<file path="src/rtl/oh_rrmux.sv">
// oh_rrmux: N-channel round-robin arbitrating mux with a registered output.
// Several producers share one downstream channel. A fair arbiter picks one
// valid input per cycle. The winning word is held in an output register until
// the consumer accepts it.
//
// Optional build macro: OH_RRMUX_FIXED_EN. When it is defined, the lowest-index
// valid channel always wins and the rotating pointer is removed.
//
// Handshake: every port uses valid/ready. A word moves on a rising edge only
// when valid and ready are both high in that cycle. in_ready is the one-hot
// grant gated by load (~out_valid | out_ready), so it depends combinationally
// on in_valid and out_ready. Producers must keep in_valid independent of
// in_ready.
module oh_rrmux #(
  parameter int N  = 4,
  parameter int DW = 32
) (
  input  logic            clk,
  input  logic            nreset,
  input  logic [N-1:0]    in_valid,
  input  logic [N*DW-1:0] in_data,
  output logic [N-1:0]    in_ready,
  output logic            out_valid,
  output logic [DW-1:0]   out_data,
  output logic [N-1:0]    out_sel,
  input  logic            out_ready
);

  localparam int PW = (N > 1) ? $clog2(N) : 1;

  logic          load;
  logic          xfer;
  logic [N-1:0]  grant;
  logic [DW-1:0] win_data;
  logic          found;

`ifdef OH_RRMUX_FIXED_EN
  // Fixed priority: the first valid channel, counting up from 0, wins.
  always_comb begin
    grant = '0;
    found = 1'b0;
    for (int i = 0; i < N; i++) begin
      if (!found && in_valid[i]) begin
        grant[i] = 1'b1;
        found    = 1'b1;
      end
    end
  end
`else
  logic [PW-1:0] ptr;
  logic [PW-1:0] ptr_nxt;
  int            idx;

  // Round-robin search. It starts at ptr, moves upward and wraps from N-1
  // to 0. The first valid channel wins. ptr_nxt points one past the winner.
  always_comb begin
    grant   = '0;
    found   = 1'b0;
    ptr_nxt = ptr;
    idx     = 0;
    for (int k = 0; k < N; k++) begin
      idx = int'(ptr) + k;
      if (idx >= N) idx = idx - N;
      if (!found && in_valid[idx]) begin
        grant[idx] = 1'b1;
        found      = 1'b1;
        ptr_nxt    = (idx == N - 1) ? '0 : PW'(idx + 1);
      end
    end
  end

  // The pointer moves only on a transfer. Idle cycles and stalls leave it.
  always_ff @(posedge clk or negedge nreset) begin
    if (!nreset)   ptr <= '0;
    else if (xfer) ptr <= ptr_nxt;
  end
`endif

  // AND-OR mux of the granted channel. An all-zero grant gives zero data.
  always_comb begin
    win_data = '0;
    for (int i = 0; i < N; i++) begin
      win_data = win_data | (in_data[i*DW +: DW] & {DW{grant[i]}});
    end
  end

  // in_ready is held low while reset is asserted so that no producer sees an
  // accept the register cannot honour.
  assign load     = ~out_valid | out_ready;
  assign in_ready = grant & {N{load & nreset}};
  assign xfer     = |in_ready;

  // Output register. A transfer loads a new word; a drain with nothing
  // pending empties the register; a stall holds the word.
  always_ff @(posedge clk or negedge nreset) begin
    if (!nreset) begin
      out_valid <= 1'b0;
      out_data  <= '0;
      out_sel   <= '0;
    end else if (xfer) begin
      out_valid <= 1'b1;
      out_data  <= win_data;
      out_sel   <= grant;
    end else if (load) begin
      out_valid <= 1'b0;
    end
  end

endmodule

</file>
<file path="config.mk">
export PLATFORM = sky130hd
export DESIGN_NAME = oh_rrmux
export DESIGN_NICKNAME = d
export VERILOG_FILES = /design/src/rtl/oh_rrmux.sv
export SDC_FILE = /design/constraint.sdc
export NUM_CORES = 1
export LEC_CHECK = 0
export ABC_AREA = 1
export CAP_MARGIN = 0
export CORE_AREA = 5 5 91 93
export CTS_BUF_LIST = sky130_fd_sc_hd__clkbuf_8
export DETAILED_ROUTE_END_ITERATION = 12
export DIE_AREA = 0 0 96 98
export PLACE_DENSITY_LB_ADDON = 0.05
export SETUP_SLACK_MARGIN = 0.15
export SLEW_MARGIN = 40
export SYNTH_ARGS = -nofsm -noshare
export SYNTH_HDL_FRONTEND = slang
export SYNTH_SLANG_ARGS = --single-unit
</file>
<file path="constraint.sdc">
create_clock -name clk -period 2.7 [get_ports clk]
set_input_delay 0.405 -clock clk [delete_from_list [all_inputs] [get_ports clk]]
set_output_delay 0.405 -clock clk [all_outputs]
set_load 0.02 [all_outputs]
</file>
; Word level (Yosys, flattened, before mapping)
; Cells that the tools add are included.
[word_totals]
reg_bits = 39
word_cells = 100
[op_classes]
addsub = 11
order_cmp = 12
n_eq_ne = 4
muxes = 41
bitwise_logic = 14
n_reduce_logical = 14
[op_table]
columns = operator, count
row1 = 32-bit AND, 4
row2 = "32-bit by 3-bit equality test with 1-bit output, second input constant", 4
row3 = "32-bit by 1-bit >= comparator with 1-bit output, second input constant", 4
row4 = "32-bit by 4-bit < comparator with 1-bit output, second input constant", 4
row5 = 32-bit 2-to-1 mux, 4
row6 = 32-bit bitwise OR, 3
row7 = 1-bit 2-to-1 mux, 17
row8 = 2-bit 2-to-1 mux, 8
row9 = 4-bit 2-to-1 mux, 4
row10 = 4-bit bitwise OR, 3
row11 = "3-bit by 3-bit subtractor with 4-bit output, second input constant", 3
row12 = "3-bit >= comparator, second input constant", 3
row13 = "2-bit adder, second input constant", 4
row14 = 1-bit binary-select mux with 2-bit select, 4
row15 = 1-bit demux with 2-bit select, 4
row16 = 1-bit logical AND, 7
row17 = "2-bit by 2-bit adder with 3-bit output, second input constant", 2
row18 = 4-bit AND, 1
row19 = 4-bit nonzero test, 1
row20 = 4-bit OR reduction, 1
row21 = "2-bit by 3-bit subtractor with 4-bit output, second input constant", 1
row22 = "2-bit by 1-bit adder with 3-bit output, second input constant", 1
row23 = "2-bit by 3-bit >= comparator with 1-bit output, second input constant", 1
row24 = 1-bit logical NOT, 3
row25 = other kinds (5), 5

; Logic depth before layout (Yosys ltp)
[depth]
depth_word = 19
depth_mapped = 15
mapped_depth_nobuf = 14

; Least setup slack after synthesis
; Ideal clock, no wire load.
[synth_timing]
path_kind = register to output
start = reg ptr[1]
end = out in_ready[3]
arrival_time_ns = 1.924
required_time_ns = 2.295
path_slack_ns = 0.371
path_stages_with_launch = 13
path_cell_list = dfrtp_1 -> inv_1 -> ha_1 -> inv_1 -> nand3_1 -> nand2_1 -> nand2_1 -> o21ai_1 -> nand2_1 -> nand3_2 -> buf_2 -> nand2_1 -> inv_1
[synth_between]
elab_chain_len = 16
word_cells_on_any_way = 64
classes_between = add/sub: 7 / order compare: 12 / mux: 31 / bitwise: 4 / reduce/logical: 10
[synth_rtl]
columns = element, line_no
row1 = start: declaration, 50  ; logic [PW-1:0] ptr;
row2 = start signal: assignment, 75  ; else if (xfer) ptr <= ptr_nxt;
row3 = branches (longest 14 deep; another with 32-bit by 1-bit >= comparator with 1-bit output), n/a
row4 = 4-bit 2-to-1 mux (*), 64  ; if (!found && in_valid[idx]) begin
row5 = 4-bit AND (*), 90  ; assign in_ready = grant & {N{load & nreset}};
row6 = end: declaration, 22  ; output logic [N-1:0] in_ready,
; Every way passes the cells marked *. The select of a mux whose other input is x is not followed.

; Worst setup path after layout
[layout_timing]
start = reg ptr[1]
end = out in_ready[0]
; Same word-level chain as after synthesis.

==> impl_results.md <==
* Run status: complete, no violations
* Synth-to-layout area growth at 73.6%
* # rows at 32
* Adder-cell share of the synthesized area at 2.29%
* Critical path's slowest cell: dfrtp_1
* CTS tree: built
* Critical path's top delay family: simple AND/OR/NAND/NOR gates
* Sw Ratio at 51.7%
* CP Class: reg2out
* Buffers on Ports at 175
* Max Slew Vio Count at 0
* Reg2reg path depth at 16
* GRT Total Usage at about a fifth
* Largest stage delay, worst path at 380 ps
* Die area at 9410 um2
* Worst path cell trace: inv_1, ha_4, inv_2, nand3_1, nand2_1, nand2_2, nor2_4, nand3_1, nand2_2, nand2_1, inv_1, clkdlybuf4s15_2
* Clk pwr share at 7.4%
* Type of origin of the critical path: flip-flop
* Core area at 7450 um2
* Fin cells at about 710
* Leak at 2.25 nW
* Synth Area in Compound Gates at 2.01%
* DRT Wirelength at 9690 um
* Clock root buffer: clkbuf_8
* Initial antenna violation count at 0
* Cells after DPL at 706
* RSZ-0062 raised after global routing: true
* Simple-gate share of the synthesized area at 53.1%
* Routed vias at between 3000 and 4000
* DRT antenna net count at 0
* Max-cap viol count at 0
* Register bit total from synthesis at 39
* # diodes at 0
* DRC Markers at 0
* Final hold violations at 0
* Vias in the first global route at 3383
* Remaining Overflow, GRT at 0
* CP required at 2300 ps
* First-pass GRT wire length at 15500 um
* WP buf/inv at 4
* Clock latency on the worst-skew pair at 280 ps
* Sequential share of power at 16.6%
* H-tree depth at 2
* Mux cell area share after synthesis at 0%
* CP endpoint kind: output pin
* Max Buffers Root-to-Sink at 2
* Hold Crit Class: in2async
* Most common cell after layout, fill and taps aside: nand2_1
* Netlist cell types at 24
* CTS sink cnt at 39
* Worst rel slew slack at between 60% and 70%
* R2r setup slk at 330 ps
* Gate Count Post-Synth at 433
* Clock Skews at 2.92 ps
* Layout cells sized above 1 at between 7 and 8%
* Pin count of the biggest net entering global routing at 40
* 1st-iter DRT viols at 134
* Total power at between 6 and 7 mW
* Worst r2r src: ptr[1]$_DFFE_PN0P_
* Synth Area per Inst at about 6.3 um2
* Post-CTS Hold Fix Bufs at 0
* RD Place Congestion at 1.00
* Die H at 98 um
* WHS at around 220 ps
* Vias/cell at about 4.7
* Clk pin slew, worst setup/hold paths at approximately 70 ps
* Worst Tran Pin Value at 496 ps
* CTS buffer count at 5
* Largest family of logic cells by synthesized area: simple AND/OR/NAND/NOR gates
* Setup violators final at 0
* Commonest non-fill, non-tap cells in the layout: nand2_1 (271), clkdlybuf4s50_1 (170), dfrtp_1 (39)
* P_sw at 3.15 mW
* Initial Util at between 30% and 40%
* First-pass iteration count of the detailed router at 4
* Top Ports at 176
* Routed length per placed instance at 13.6 um
* Mapped Area at 2730 um2
* HPWL after DPL at approximately 7500 um
* Crit path max fanout at 5
* Final period util at 91.3%
* Post-Synth XOR/XNOR Area at 0%
* Comb pwr share at 76.0%
* Yosys warning count at 0
* Sequential fraction of the synthesis area at 35.7%
* Nets@finish at 751
* Fmax at ~410 MHz
* Net Count, Synth at 573
* Worst reg2reg endpoint: ptr[0]$_DFFE_PN0P_
* Final setup TNS at 0 ps
* Max IR drop VDD at 0.832 mV
* Die Wd at 96 um
* Minimum clock period at 2470 ps
* Worst endpoint data arrival time at 2060 ps
* Power Density at 1290 nW/um2
* Int Pwr at about 3.0 mW
* Post-CTS setup buffer count at 0
==> synthesized netlist by cell type <==
master    count  area, um2
nand2_1     271       1020
dfrtp_1      39        976
nand4_1      32        200
nand3_1      22        110
inv_1        15       56.3
buf_2        11       55.1
ha_1          5       62.6
nor2_1        5       18.8
clkbuf_1      4       15.0
nand2_2       4       25.0
nand3_2       4       40.0
buf_6         3       33.8
inv_2         3       11.3
nand2_4       2       22.5
o211ai_1      2       15.0
o21ai_1       2       10.0
o21ai_2       2       17.5
buf_4         1       7.51
clkinv_1      1       3.75
inv_4         1       6.26
nor2_4        1       11.3
nor3_1        1       5.00
o21a_1        1       7.51
o21ai_0       1       5.00
==> registers in the layout (all words and copies together), names as in the netlist <==
signal,cells
out_data,32
out_sel,4
ptr,2
out_valid,1
==> how the worst max path moves through the flow <==
stage,startpoint,to,depth (start not counted)
after detailed placement,in_valid[0],in_ready[3],11
after CTS,ptr[1]$_DFFE_PN0P_,in_ready[1],12
after floorplan,ptr[1]$_DFFE_PN0P_,in_ready[3],12
after global routing,ptr[1]$_DFFE_PN0P_,in_ready[0],12
after global placement,in_valid[1],in_ready[3],11
final,ptr[1]$_DFFE_PN0P_,in_ready[0],12
==> layout make-up <==
type                       count  area, um2
timing repair buffer         190       1870
tap                          102        128
sequential                    39        976
clock buffer                   5       68.8
fill                         682       2700
multi-input combinational    355       1580
inverter                      20       82.6
clock inverter                 2       33.8
==> layer usage <==
layer | track usage [%] | up-vias | share of wire [%]
met1 | 23.2 | 1493 | 38
met5 | 0 | - | 0
met2 | 37.0 | 111 | 50
li1 | - | 1724 | -
met4 | 6.35 | 0 | 2.3
met3 | 5.93 | 15 | 9.1
==> logic make-up after synthesis <==
logic type               count (synthesis)
AO/OA/AOI/OAI                            8
buffers and inverters                   39
AND/OR/NAND/NOR                        342
flip-flops                              39
adder cells (fa/ha/maj)                  5
==> per-stage QoR <==
step | util (%) | area (um2) | worst slack, ps
floorplan | - | 2730 | 371
global placement | 62.0 | 4620 | -14.2
detailed placement | 62.0 | 4620 | -70.4
CTS | 63.7 | 4750 | 209
global route | 63.7 | 4740 | 87.8
finish | 63.7 | 4740 | 235
==> power by group through the flow <==
stage | Combinational, mW | Clock [mW] | Sequential [mW]
2_1_floorplan | 2.72 | 0 | 1.34
3_3_place_gp | 4.59 | 0 | 1.02
3_5_place_dp | 4.66 | 0 | 1.02
4_1_cts | 4.71 | 0.468 | 1.01
5_1_grt | 5.24 | 0.499 | 1.05
6_report | 4.64 | 0.453 | 1.01
==> timing repair <==
action / in CTS / in global routing
endpoints found under the hold margin: 0 / 0
cloned: 0 / 0
resized for setup: 17 / 8
endpoints found under the setup margin: 43 / 43
Note: power is estimated with default switching activity, not from simulation.
